<file path="src/rtl/cp0_if.sv">
// M-stage coprocessor-0 bus: mtc0/mfc0 access, victim info, interrupt lines,
// and the req/epc_out results that steer the pipeline.
interface cp0_if;
   logic        en;
   logic [4:0]  cp0_addr;
   logic [31:0] cp0_wdata;
   logic [31:0] cp0_rdata;
   logic [31:0] vpc;
   logic        bd_in;
   logic [4:0]  exc_code_in;
   logic [5:0]  hw_int;
   logic        eret;
   logic        req;
   logic [31:0] epc_out;

   modport master (
      output en, cp0_addr, cp0_wdata, vpc, bd_in, exc_code_in, hw_int, eret,
      input  cp0_rdata, req, epc_out
   );

   modport slave (
      input  en, cp0_addr, cp0_wdata, vpc, bd_in, exc_code_in, hw_int, eret,
      output cp0_rdata, req, epc_out
   );
endinterface

</file>
<file path="src/rtl/cp0_unit.sv">
// Coprocessor-0 for the M stage: SR/Cause/EPC/PRId, mtc0/mfc0 access,
// interrupt/exception arbitration and the EPC target for eret.
module cp0_unit #(
   parameter logic [31:0] PRID = 32'h0000_0715
) (
   input logic clk,
   input logic reset,
   cp0_if.slave bus
);
   localparam logic [4:0] ADDR_SR    = 5'd12;
   localparam logic [4:0] ADDR_CAUSE = 5'd13;
   localparam logic [4:0] ADDR_EPC   = 5'd14;
   localparam logic [4:0] ADDR_PRID  = 5'd15;

   logic [5:0]  sr_im;
   logic        sr_exl;
   logic        sr_ie;
   logic        cause_bd;
   logic [5:0]  cause_ip;
   logic [4:0]  cause_exc;
   logic [31:0] epc;

   logic int_req;
   logic exc_req;
   logic req;

   // EXL masks both sources, so there is never a nested exception.
   always_comb begin
      int_req = (|(bus.hw_int & sr_im)) & sr_ie & ~sr_exl;
      exc_req = (bus.exc_code_in != 5'd0) & ~sr_exl;
      req     = int_req | exc_req;
   end

   assign bus.req = req;

   always_comb begin
      bus.cp0_rdata = 32'd0;
      case (bus.cp0_addr)
         ADDR_SR:    bus.cp0_rdata = {16'd0, sr_im, 8'd0, sr_exl, sr_ie};
         ADDR_CAUSE: bus.cp0_rdata = {cause_bd, 15'd0, cause_ip, 3'd0, cause_exc, 2'd0};
         ADDR_EPC:   bus.cp0_rdata = epc;
         ADDR_PRID:  bus.cp0_rdata = PRID;
         default:    bus.cp0_rdata = 32'd0;
      endcase
   end

   // Bypass lets an eret decoded upstream see an EPC write still sitting in M.
   always_comb begin
      bus.epc_out = epc;
      if (bus.en && (bus.cp0_addr == ADDR_EPC) && !req)
         bus.epc_out = bus.cp0_wdata;
   end

   always_ff @(posedge clk) begin
      if (reset) begin
         sr_im     <= 6'd0;
         sr_exl    <= 1'b0;
         sr_ie     <= 1'b0;
         cause_bd  <= 1'b0;
         cause_ip  <= 6'd0;
         cause_exc <= 5'd0;
         epc       <= 32'd0;
      end else begin
         cause_ip <= bus.hw_int;
         if (req) begin
            // The victim's own mtc0 is dropped here.
            sr_exl    <= 1'b1;
            cause_exc <= int_req ? 5'd0 : bus.exc_code_in;
            cause_bd  <= bus.bd_in;
            epc       <= bus.bd_in ? (bus.vpc - 32'd4) : bus.vpc;
         end else if (bus.eret) begin
            sr_exl <= 1'b0;
         end else if (bus.en) begin
            if (bus.cp0_addr == ADDR_SR) begin
               sr_im  <= bus.cp0_wdata[15:10];
               sr_exl <= bus.cp0_wdata[1];
               sr_ie  <= bus.cp0_wdata[0];
            end else if (bus.cp0_addr == ADDR_EPC) begin
               epc <= bus.cp0_wdata;
            end
         end
      end
   end
endmodule

</file>
<file path="src/flat_wrapper.sv">
// flat-port wrapper written by rule: the top's interface ports become plain ports
module cp0_unit_flat 
#(
   parameter logic [31:0] PRID = 32'h0000_0715
)
  (clk, reset, bus_en, bus_cp0_addr, bus_cp0_wdata, bus_vpc, bus_bd_in, bus_exc_code_in, bus_hw_int, bus_eret, bus_cp0_rdata, bus_req, bus_epc_out);
  cp0_if bus_i ();
  input logic clk;
  input logic reset;
  input wire logic [$bits(bus_i.en)-1:0] bus_en;
  input wire logic [$bits(bus_i.cp0_addr)-1:0] bus_cp0_addr;
  input wire logic [$bits(bus_i.cp0_wdata)-1:0] bus_cp0_wdata;
  input wire logic [$bits(bus_i.vpc)-1:0] bus_vpc;
  input wire logic [$bits(bus_i.bd_in)-1:0] bus_bd_in;
  input wire logic [$bits(bus_i.exc_code_in)-1:0] bus_exc_code_in;
  input wire logic [$bits(bus_i.hw_int)-1:0] bus_hw_int;
  input wire logic [$bits(bus_i.eret)-1:0] bus_eret;
  output wire logic [$bits(bus_i.cp0_rdata)-1:0] bus_cp0_rdata;
  output wire logic [$bits(bus_i.req)-1:0] bus_req;
  output wire logic [$bits(bus_i.epc_out)-1:0] bus_epc_out;
  assign bus_i.en = bus_en;
  assign bus_i.cp0_addr = bus_cp0_addr;
  assign bus_i.cp0_wdata = bus_cp0_wdata;
  assign bus_i.vpc = bus_vpc;
  assign bus_i.bd_in = bus_bd_in;
  assign bus_i.exc_code_in = bus_exc_code_in;
  assign bus_i.hw_int = bus_hw_int;
  assign bus_i.eret = bus_eret;
  assign bus_cp0_rdata = bus_i.cp0_rdata;
  assign bus_req = bus_i.req;
  assign bus_epc_out = bus_i.epc_out;
  cp0_unit #(.PRID(PRID)) u_core (.clk(clk), .reset(reset), .bus(bus_i));
endmodule
</file>
<file path="config.mk">
export PLATFORM = sky130hd
export DESIGN_NAME = cp0_unit_flat
export DESIGN_NICKNAME = d
export VERILOG_FILES = /design/src/rtl/cp0_if.sv /design/src/rtl/cp0_unit.sv /design/src/flat_wrapper.sv
export SDC_FILE = /design/constraint.sdc
export NUM_CORES = 1
export LEC_CHECK = 0
export CAP_MARGIN = 20
export CORE_ASPECT_RATIO = 0.7
export CORE_MARGIN = 3
export CORE_UTILIZATION = 40
export DETAILED_ROUTE_END_ITERATION = 8
export PLACE_DENSITY = 0.71
export SYNTH_ARGS = -nofsm -noshare
export SYNTH_HDL_FRONTEND = slang
export SYNTH_SLANG_ARGS = --single-unit
export TNS_END_PERCENT = 5
</file>
<file path="constraint.sdc">
create_clock -name clk -period 7.5 [get_ports clk]
set_input_delay 1.875 -clock clk [delete_from_list [all_inputs] [get_ports clk]]
set_output_delay 1.875 -clock clk [all_outputs]
set_load 0.05 [all_outputs]
</file>
Word-level counts from Yosys, hierarchy flattened
Index checks and enable logic that the tools add are counted.
W data, S select, Z words.

storage, ports and cells
  register bits after elaboration = 52
  latch bits = 0
  RAM bits = 0
  memory bits (read-only) = 0
  input port bits = 85
  output and inout port bits = 65
  logic and storage cells = 47
  memories kept = 0

operators by class
  $add $sub $neg = 1
  $mul = 0
  div/mod/pow operators = 0
  $lt $le $gt $ge = 0
  equal/unequal tests = 6
  shift operators = 0
  multiplexer cells = 13
  bitwise gates (word level) = 8
  reductions and logical operators = 12

operator list
  cell                     count
  $mux W32                 7
  $pmux W32 S4             1
  $sub A32 B3 Y32 const B  1
  $eq A5 B4 Y1 const B     4
  $reduce_and A4 Y1        2
  $and A6 B6 Y6            1
  $reduce_bool A3 Y1       2
  $reduce_or A6 Y1         1
  $mux W5                  1
  $reduce_bool A5 Y1       1
  $mux W1                  4
  $ne A2 B1 Y1 const B     2
  $reduce_bool A2 Y1       2
  $and A1 B1 Y1            3
  $not A1 Y1               3
  $logic_and A1 B1 Y1      2
  $reduce_and A2 Y1        1
  $logic_not A1 Y1         1
  $or A1 B1 Y1             1

Longest topological paths before layout
Gate-level depths: netlist of the first run.

  word-level depth = 8
  depth in mapped cells = 8
  depth with buffers taken out = 7

Worst setup path before layout of the first run
OpenSTA, ideal clock, no wires.

  kind = input -> output
  from = input bus_exc_code_in[2]
  to = output bus_epc_out[10]
  arrival time = 3.667 ns
  data required time = 5.625 ns
  slack = 1.958 ns
  stages on the path = 7
  path buffers = 2
  cells stage by stage = or4_1 > o21ai_1 > and2_1 > and4_1 > buf_4 > buf_6 > mux2_1

between the ends
  longest elaborated chain between the ends = 6

ends and longest elaborated chain
  what                 RTL line            source
  start, declared      flat_wrapper.sv:15  input wire logic [$bits(bus_i.exc_code_in)-1:0] bus_exc_code_in;
  $reduce_bool A5 Y1   cp0_unit.sv:30      exc_req = (bus.exc_code_in != 5'd0) & ~sr_exl;
  $and A1 B1 Y1        cp0_unit.sv:30
  $or A1 B1 Y1         cp0_unit.sv:31      req = int_req | exc_req;
  $logic_not A1 Y1     cp0_unit.sv:50      if (bus.en && (bus.cp0_addr == ADDR_EPC) && !req)
  $logic_and A1 B1 Y1  cp0_unit.sv:50
  $mux W32             cp0_unit.sv:50
  end, declared        flat_wrapper.sv:20  output wire logic [$bits(bus_i.epc_out)-1:0] bus_epc_out;

No other way between the ends.

Final worst setup path of the first run
  from = input bus_hw_int[2]
  to = output bus_epc_out[13]

between the ends
  longest elaborated chain between the ends = 8

ends and longest elaborated chain
  what                         RTL line            source
  start, declared              flat_wrapper.sv:16  input wire logic [$bits(bus_i.hw_int)-1:0] bus_hw_int;
  $and A6 B6 Y6                cp0_unit.sv:29      int_req = (|(bus.hw_int & sr_im)) & sr_ie & ~sr_exl;
  $reduce_or A6 Y1             cp0_unit.sv:29
  $and A1 B1 Y1 (2 in series)  cp0_unit.sv:29
  $or A1 B1 Y1                 cp0_unit.sv:31
  $logic_not A1 Y1             cp0_unit.sv:50
  $logic_and A1 B1 Y1          cp0_unit.sv:50
  $mux W32                     cp0_unit.sv:50

No other way between the ends.

==> results of run 1 <==
[report_power, final]
group | switching, mW | internal, mW
Combinational | 0.150 | 0.108
Clock | 0.104 | 0.167
Sequential | 0.0143 | 0.297
Total | 0.268 | 0.573
[layer usage]
layer | vias to the layer above | track usage
li1 | 1797 | -
met1 | 1736 | 0.318
met2 | 132 | 0.352
met3 | 5 | 0.0527
met4 | 0 | 0.0288
met5 | - | 0
[metrics by stage]
step | setup WS (ns) | cell area (sq um)
after floorplan | 1.96 | 3650
after CTS | 1.08 | 5270
after global routing | 0.897 | 5270
after detailed placement | 1.08 | 5090
final | 1.06 | 5270
after global placement | 1.13 | 5090
[kinds of logic after synthesis]
logic type                 synth area share
buffers and inverters                0.0520
AOI/OAI and AO/OA                     0.164
and+or+nand+nor                       0.258
adders and majority gates           0.00342
muxes                                 0.170
xor gates and xnor gates             0.0671
DFF                                   0.285
[state kept, by name, summed over array words and instances, names as in the netlist]
signal / flops
u_core.epc: 32
u_core.cause_ip: 6
u_core.sr_im: 6
u_core.cause_exc: 5
u_core.cause_bd: 1
u_core.sr_exl: 1
u_core.sr_ie: 1
[Yosys cell counts (2+ instances only)]
| master | n | share of area |
|---|---|---|
| sky130_fd_sc_hd__buf_6 | 3 | 0.0092 |
| sky130_fd_sc_hd__or3_1 | 4 | 0.0068 |
| sky130_fd_sc_hd__o21ai_0 | 4 | 0.0055 |
| sky130_fd_sc_hd__a211oi_1 | 52 | 0.11 |
| sky130_fd_sc_hd__or2_1 | 2 | 0.0034 |
| sky130_fd_sc_hd__a22oi_1 | 4 | 0.0082 |
| sky130_fd_sc_hd__buf_4 | 4 | 0.0082 |
| sky130_fd_sc_hd__nand3_1 | 8 | 0.011 |
| sky130_fd_sc_hd__nand3b_1 | 2 | 0.0041 |
| sky130_fd_sc_hd__clkbuf_1 | 22 | 0.023 |
| sky130_fd_sc_hd__xnor2_1 | 23 | 0.055 |
| sky130_fd_sc_hd__or4_1 | 2 | 0.0041 |
| sky130_fd_sc_hd__nor2b_1 | 30 | 0.051 |
| sky130_fd_sc_hd__nor4_2 | 3 | 0.010 |
| sky130_fd_sc_hd__and3_1 | 17 | 0.029 |
| sky130_fd_sc_hd__nor2_1 | 47 | 0.048 |
| sky130_fd_sc_hd__dfxtp_1 | 52 | 0.28 |
| sky130_fd_sc_hd__a22o_1 | 3 | 0.0072 |
| sky130_fd_sc_hd__mux2_2 | 3 | 0.0092 |
| sky130_fd_sc_hd__mux2_1 | 30 | 0.092 |
| sky130_fd_sc_hd__xor2_1 | 5 | 0.012 |
| sky130_fd_sc_hd__nor4_1 | 6 | 0.010 |
| sky130_fd_sc_hd__nand2b_1 | 2 | 0.0034 |
| sky130_fd_sc_hd__a21oi_1 | 15 | 0.021 |
| sky130_fd_sc_hd__buf_2 | 5 | 0.0068 |
| sky130_fd_sc_hd__nor3_1 | 10 | 0.014 |
| sky130_fd_sc_hd__mux2i_1 | 25 | 0.068 |
| sky130_fd_sc_hd__inv_1 | 3 | 0.0031 |
| sky130_fd_sc_hd__nand2_1 | 14 | 0.014 |
[placed cells by master, fill, tap and decap left out, types with 6 or more instances in the layout]
| cell type | netlist | routed |
|---|---|---|
| sky130_fd_sc_hd__nor3_1 | 10 | 10 |
| sky130_fd_sc_hd__nand3_1 | 8 | 8 |
| sky130_fd_sc_hd__dfxtp_1 | 52 | 52 |
| sky130_fd_sc_hd__buf_4 | 4 | 40 |
| sky130_fd_sc_hd__nor2_1 | 47 | 47 |
| sky130_fd_sc_hd__mux2_1 | 30 | 30 |
| sky130_fd_sc_hd__and3_1 | 17 | 17 |
| sky130_fd_sc_hd__mux2i_1 | 25 | 25 |
| sky130_fd_sc_hd__nor2b_1 | 30 | 29 |
| sky130_fd_sc_hd__nand2_1 | 14 | 14 |
| sky130_fd_sc_hd__clkdlybuf4s50_1 | 0 | 115 |
| sky130_fd_sc_hd__a21oi_1 | 15 | 15 |
| sky130_fd_sc_hd__a211oi_1 | 52 | 52 |
| sky130_fd_sc_hd__nor4_1 | 6 | 6 |
| sky130_fd_sc_hd__xnor2_1 | 23 | 23 |
[cell type report]
class	count	area, sq um	share of cell area
repair buffers	156	1460	0.276
clock buffers	6	139	0.0264
flip-flops and latches	52	1040	0.198
clock inverters	2	38.8	0.00736
inverters	4	15.0	0.00285
well taps	120	150	0.0285
multi-input cells	333	2430	0.461
[path summary, 6_finish.rpt]
path,to,slack [ns]
hold / removal,u_core.cause_exc[4]$_SDFFE_PP0N_,0.46
hold reg to reg,u_core.cause_exc[4]$_SDFFE_PP0N_,0.46
setup reg to reg,u_core.epc[13]$_SDFFE_PP0P_,5.05
setup / recovery,bus_epc_out[13],1.06
[worst min-delay path, stage by stage, from the launching register on]
cell	delay, ns
sky130_fd_sc_hd__dfxtp_1	0.32
sky130_fd_sc_hd__nand2_1	0.05
sky130_fd_sc_hd__a21oi_1	0.05
==> run_results.csv, run 1 <==
group,metric,value,unit
yosys,synth-seq-cells,52,
sta,setup_viol,0,
worst_setup_path,cpMaxStageDelayCell,"sky130_fd_sc_hd__and4_2",
worst_setup_path,worstPathRequired,5.62,ns
worst_setup_path,crit_path_cell_trace,"clkdlybuf4s50_1, a22o_1, o311ai_1, and2_1, and4_2, buf_4, mux2_1, buf_4",
yosys,synth-edff-count,0,
clocking,cts_max_level,2,
pwr,power_per_cell_area,160,nW/um^2
run_status,result_of_the_run,"completed",
clocking,post_cts_buffers,0,
placed_design,placed_cells,665,
worst_setup_path,worst-path-buf-inv,3,
sta,worst_pin_slew,1.02,ns
global_routing,vias_in_the_first_global_route,3667,
route,post_drt_via_cell_ratio,5.45,
worst_setup_path,crit_path_start_kind,"primary input",
sta,final.setup.tns,0,ns
route,finalWirelength,11800,um
clocking,clockRootBuffer,"sky130_fd_sc_hd__clkbuf_16",
pwr,power.ir.vdd_worst,0.112,mV
final_layout,layout-drive-gt1-share,0.119,
route,detailroute.via_count,3670,
yosys,yosys_most_used_dff,"sky130_fd_sc_hd__dfxtp_1",
floorplanning,core_region_area,8650,sq um
yosys,syn_nets,510,
route,top_signal_layer_used,"met4",
clocking,tritoncts,"yes",
final_layout,insertedDiodeCount,0,
route,dr.first_iter.drc_count,186,
worst_setup_path,crit_cells,8,
yosys,synth.cell_area,3650,sq um
yosys,post_synth_inst_count,424,
pwr,power.static_leakage,1.97,nW
floorplanning,die_x,120,um
yosys,seq_area_frac_synth,0.285,
clocking,cts_resized,0,
floorplanning,initial_utilization,0.422,
clocking,worstSkewPairLatency,0.29,ns
placed_design,place.gp.congestion,0.831,
floorplanning,overall_die_height,86.0,um
placed_design,port_buffers,149,
global_routing,grt_pass1_wl,18900,um
worst_setup_path,rr_worst_depth,8,
global_routing,grt_max_degree,53,
global_routing,overflow,0,
yosys,yosysWarnings,0,
clocking,cts-hold-fix-buffers,0,
hold_path,hold_class,"flip-flop to flip-flop",
worst_setup_path,crit_family,"buffers and inverters",
global_routing,antenna_found_initial,0,
sta,number_of_failing_hold_endpoints_at_the_final_stage,0,
yosys,async_reset_ff_frac,0,
yosys,yosys.cell_types.count,53,
sta,max_freq,0.155,GHz
clocking,cts_inserted_buffers,5,
worst_setup_path,critPathMaxStageDelay,0.46,ns
worst_setup_path,worst_path_most_repeated_cell,"sky130_fd_sc_hd__buf_4",
sta,maxSlewHeadroom,0.318,
final_layout,final_nets,638,
clocking,cts.sinks,52,
yosys,avg_inst_size_synth,8.62,sq um
sta,fin_crit_sh,0.858,
final_layout,postLayoutCoreUtil,0.609,
final_layout,stdcell_count,673,
sta,layout_min_cycle_time,6.44,ns
floorplanning,area_enclosed_by_the_die_boundary,10300,sq um
worst_setup_path,critPathArrivalTime,4.56,ns
route,wl_per_cell,17.6,um
route,met2WireLength,5050,um
clocking,clock_path_buffers,2,
route,drt_drc_violations_left,0,
worst_setup_path,timing.critical_path.to_type,"output port",
pwr,total_power,841,uW
run,max_cap_viol_count,0,
worst_setup_path,regToRegStartpoint,"u_core.sr_im[2]$_SDFFE_PP0P_",
sta,worst_clock_skew,0.00629,ns
route,met3WireLength,906,um
hold_path,worstHoldStart,"u_core.cause_exc[4]$_SDFFE_PP0N_",
route,wl_met1,5820,um
worst_setup_path,worstSetupPathType,"primary input to output port",
clocking,clock_input_transition_at_the_sequential_cells_of_the_worst_setup_and_hold_paths,0.07,ns
sta,drv_slew,0,
route,final_antenna_net_count,0,
placed_design,placed_wire_length_estimate,8710,um
worst_setup_path,setup.worst_path.start,"bus_hw_int[2]",
sta,finalHoldWorstSlack,0.462,ns
route,drt_pass1_iterations,4,
global_routing,gr-usage-all-layers,0.223,
hold_path,holdPathStages,2,
final_layout,syn_to_final_growth,44.1,%
floorplanning,std_cell_rows,28,
floorplanning,floorplan.io_pins,150,
sta,grt_setup_unrepaired,"false",
worst_setup_path,critPathMaxFanout,21,
final_layout,fill_cells,819,
No activity file was read; power rests on OpenSTA's default activity.
==> run 2, diff against run 1 <==
ABC_AREA = 1   (was not set)
PLACE_DENSITY = 0.7   (was 0.71)
==> run_results.csv, run 2 <==
group,metric,value,unit
worst_setup_path,timing.critical_path.to_type,"output port",
clocking,worstSkewPairLatency,0.30,ns
run,max_cap_viol_count,0,
yosys,async_reset_ff_frac,0,
final_layout,final_nets,888,
yosys,post_synth_inst_count,672,
sta,final.setup.tns,0,ns
route,final_antenna_net_count,0,
yosys,synth-edff-count,0,
clocking,cts-hold-fix-buffers,0,
yosys,synth.top_cells.by_count,"sky130_fd_sc_hd__nand2_1, sky130_fd_sc_hd__nor2_1, sky130_fd_sc_hd__inv_1, sky130_fd_sc_hd__dfxtp_1, sky130_fd_sc_hd__a21oi_1",
sta,drv_slew,0,
yosys,synth_area_leader_cell,"sky130_fd_sc_hd__dfxtp_1",
placed_design,place.gp.congestion,0.905,
sta,worst_clock_skew,0.00501,ns
global_routing,vias_in_the_first_global_route,4354,
sta,max_freq,0.154,GHz
yosys,top_area_cell_type_share_of_the_netlist_area,0.272,
floorplanning,area_enclosed_by_the_die_boundary,10800,sq um
sta,grt_setup_unrepaired,"false",
pwr,power_per_cell_area,147,nW/um^2
floorplanning,floorplan.io_pins,150,
sta,setup_ws,0.994,ns
final_layout,multi_input_comb_area,2310,sq um
sta,layout_min_cycle_time,6.51,ns
route,finalWirelength,14100,um
final_layout,seqCellArea,1040,sq um
yosys,syn_nets,758,
yosys,synth.cell_area,3830,sq um
clocking,tritoncts,"yes",
floorplanning,std_cell_rows,29,
final_layout,syn_to_final_growth,51.8,%
route,dr.first_iter.drc_count,443,
global_routing,gr-usage-all-layers,0.260,
sta,maxSlewHeadroom,0.552,
placed_design,placed_wire_length_estimate,10900,um
worst_setup_path,setup.reg_to_reg.worst_slack,5.36,ns
clocking,cts_inserted_buffers,5,
clocking,post_cts_buffers,0,
final_layout,largest_register_ff_count,32,
global_routing,grt_max_degree,65,
clocking,clockRootBuffer,"sky130_fd_sc_hd__clkbuf_16",
clocking,cts_resized,0,
final_layout,insertedDiodeCount,0,
hold_path,holdPathEnd,"u_core.epc[27]$_SDFFE_PP0P_",
yosys,yosys.cell_types.count,35,
global_routing,antenna_found_initial,0,
pwr,total_power,857,uW
yosys,yosys_most_used_dff,"sky130_fd_sc_hd__dfxtp_1",
yosys,synth-seq-cells,52,
yosys,synth.most_common_cell,"sky130_fd_sc_hd__nand2_1",
route,post_drt_via_cell_ratio,5.17,
worst_setup_path,rr_worst_depth,11,
sta,fin_crit_sh,0.868,
final_layout,postLayoutCoreUtil,0.633,
global_routing,overflow,0,
floorplanning,die_x,123,um
final_layout,largest-register,"u_core.epc",
floorplanning,initial_utilization,0.417,
worst_setup_path,r2r_end,"u_core.sr_ie$_SDFFE_PP0P_",
pwr,power.static_leakage,2.50,nW
final_layout,layout-drive-gt1-share,0.0722,
yosys,synth.area.top_cells,"sky130_fd_sc_hd__dfxtp_1, sky130_fd_sc_hd__nand2_1, sky130_fd_sc_hd__nor2_1",
final_layout,fill_cells,874,
clocking,cts.sinks,52,
worst_setup_path,worstPathRequired,5.62,ns
worst_setup_path,critPathMaxFanout,64,
route,detailroute.via_count,4797,
worst_setup_path,critPathArrivalTime,4.63,ns
sta,setup_viol,0,
clocking,cts_max_level,2,
worst_setup_path,worstSetupPathType,"primary input to output port",
sta,worst_pin_slew,0.671,ns
yosys,yosysWarnings,0,
floorplanning,core_region_area,9180,sq um
final_layout,final_common_cell,"sky130_fd_sc_hd__nand2_1",
worst_setup_path,crit_path_start_kind,"primary input",
final_layout,final_cell_mix,"sky130_fd_sc_hd__nand2_1, sky130_fd_sc_hd__nor2_1, sky130_fd_sc_hd__clkdlybuf4s50_1, sky130_fd_sc_hd__inv_1, sky130_fd_sc_hd__dfxtp_1",
hold_path,holdPathStages,2,
worst_setup_path,regToRegStartpoint,"u_core.sr_im[5]$_SDFFE_PP0P_",
hold_path,hold_class,"flip-flop to flip-flop",
yosys,seq_area_frac_synth,0.272,
run_status,result_of_the_run,"completed",
global_routing,grt_pass1_wl,21900,um
yosys,avg_inst_size_synth,5.69,sq um
final_layout,largest_registers,"u_core.epc x32, u_core.cause_ip x6, u_core.sr_im x6",
pwr,power.ir.vdd_worst,0.111,mV
route,wl_per_cell,15.2,um
hold_path,worstHoldStart,"u_core.epc[27]$_SDFFE_PP0P_",
route,drt_pass1_iterations,5,
clocking,clock_input_transition_at_the_sequential_cells_of_the_worst_setup_and_hold_paths,0.07,ns
floorplanning,overall_die_height,87.8,um
route,drt_drc_violations_left,0,
clocking,clock_path_buffers,2,
placed_design,detailedPlace.worstSlack,1.01,ns
sta,number_of_failing_hold_endpoints_at_the_final_stage,0,
placed_design,port_buffers,149,
[run 2: cell count changes in the layout (fill, tap and decap cells not counted), sizes merged, moves of 8 or more]
cell    previous run  this run
o21ai              5        56
nor4              10         0
nand3              8        25
nor2              47       131
nand2             14       195
nor3              11         3
nor2b             30         0
a21oi             15        50
xnor2             23         6
a211oi            52         1
inv                3        84
and3              17         0
mux2i             25         0
mux2              33         0
[run 2: layer usage]
layer,wire length [um],GRT usage
met3,1600,0.0671
met5,0,0
met1,6210,0.353
met2,6130,0.412
met4,181,0.0661
[run 2: cells by family (layout without fill, tap and decap cells)]
| kind of cell | after synthesis | after routing | synth area share |
|---|---|---|---|
| and+or+nand+nor | 367 | 367 | 0.394 |
| AOI/OAI and AO/OA | 125 | 125 | 0.177 |
| buffers and inverters | 114 | 245 | 0.125 |
| xor gates and xnor gates | 13 | 13 | 0.0298 |
| DFF | 52 | 52 | 0.272 |
| adders and majority gates | 1 | 1 | 0.00327 |
[run 2: metrics by stage]
step / hold WS [ns] / instances / instance area (sq um)
floorplan: 0.443 / 672 / 3830
global placement: 0.451 / 919 / 5660
detailed placement: 0.456 / 919 / 5660
CTS: 0.467 / 927 / 5810
global route: 0.490 / 927 / 5810
finish: 0.467 / 927 / 5810
[run 2: layout make-up]
class / count / area share
multi-input cells: 506 / 0.397
repair buffers: 153 / 0.317
flip-flops and latches: 52 / 0.179
inverters: 84 / 0.0543
well taps: 124 / 0.0267
clock buffers: 8 / 0.0252
[run 2: how the worst max path moves through the flow]
stage / end / cells after the start / startpoint / slack [ns]
3_3_place_gp: bus_epc_out[2] / 8 / bus_cp0_addr[3] / 1.08
4_1_cts: bus_epc_out[12] / 8 / bus_cp0_addr[3] / 0.98
5_1_grt: bus_epc_out[12] / 8 / bus_cp0_addr[1] / 0.75
3_5_place_dp: bus_epc_out[13] / 8 / bus_cp0_addr[3] / 1.01
2_1_floorplan: bus_epc_out[1] / 10 / bus_hw_int[2] / 1.84
6_report: bus_epc_out[12] / 8 / bus_cp0_addr[3] / 0.99
[run 2: where the power goes]
| group | switching, mW | internal (mW) |
|---|---|---|
| combinational | 0.175 | 0.137 |
| sequential | 0.0123 | 0.297 |
| clock | 0.102 | 0.133 |
[run 2: critical path: stages]
cell and delay [ns]:
sky130_fd_sc_hd__clkdlybuf4s50_1 0.46, sky130_fd_sc_hd__nand2_1 0.08, sky130_fd_sc_hd__nor2_2 0.12, sky130_fd_sc_hd__nand2_2 0.30, sky130_fd_sc_hd__inv_1 0.44, sky130_fd_sc_hd__nand3_4 0.57, sky130_fd_sc_hd__o21ai_0 0.58, sky130_fd_sc_hd__buf_12 0.19
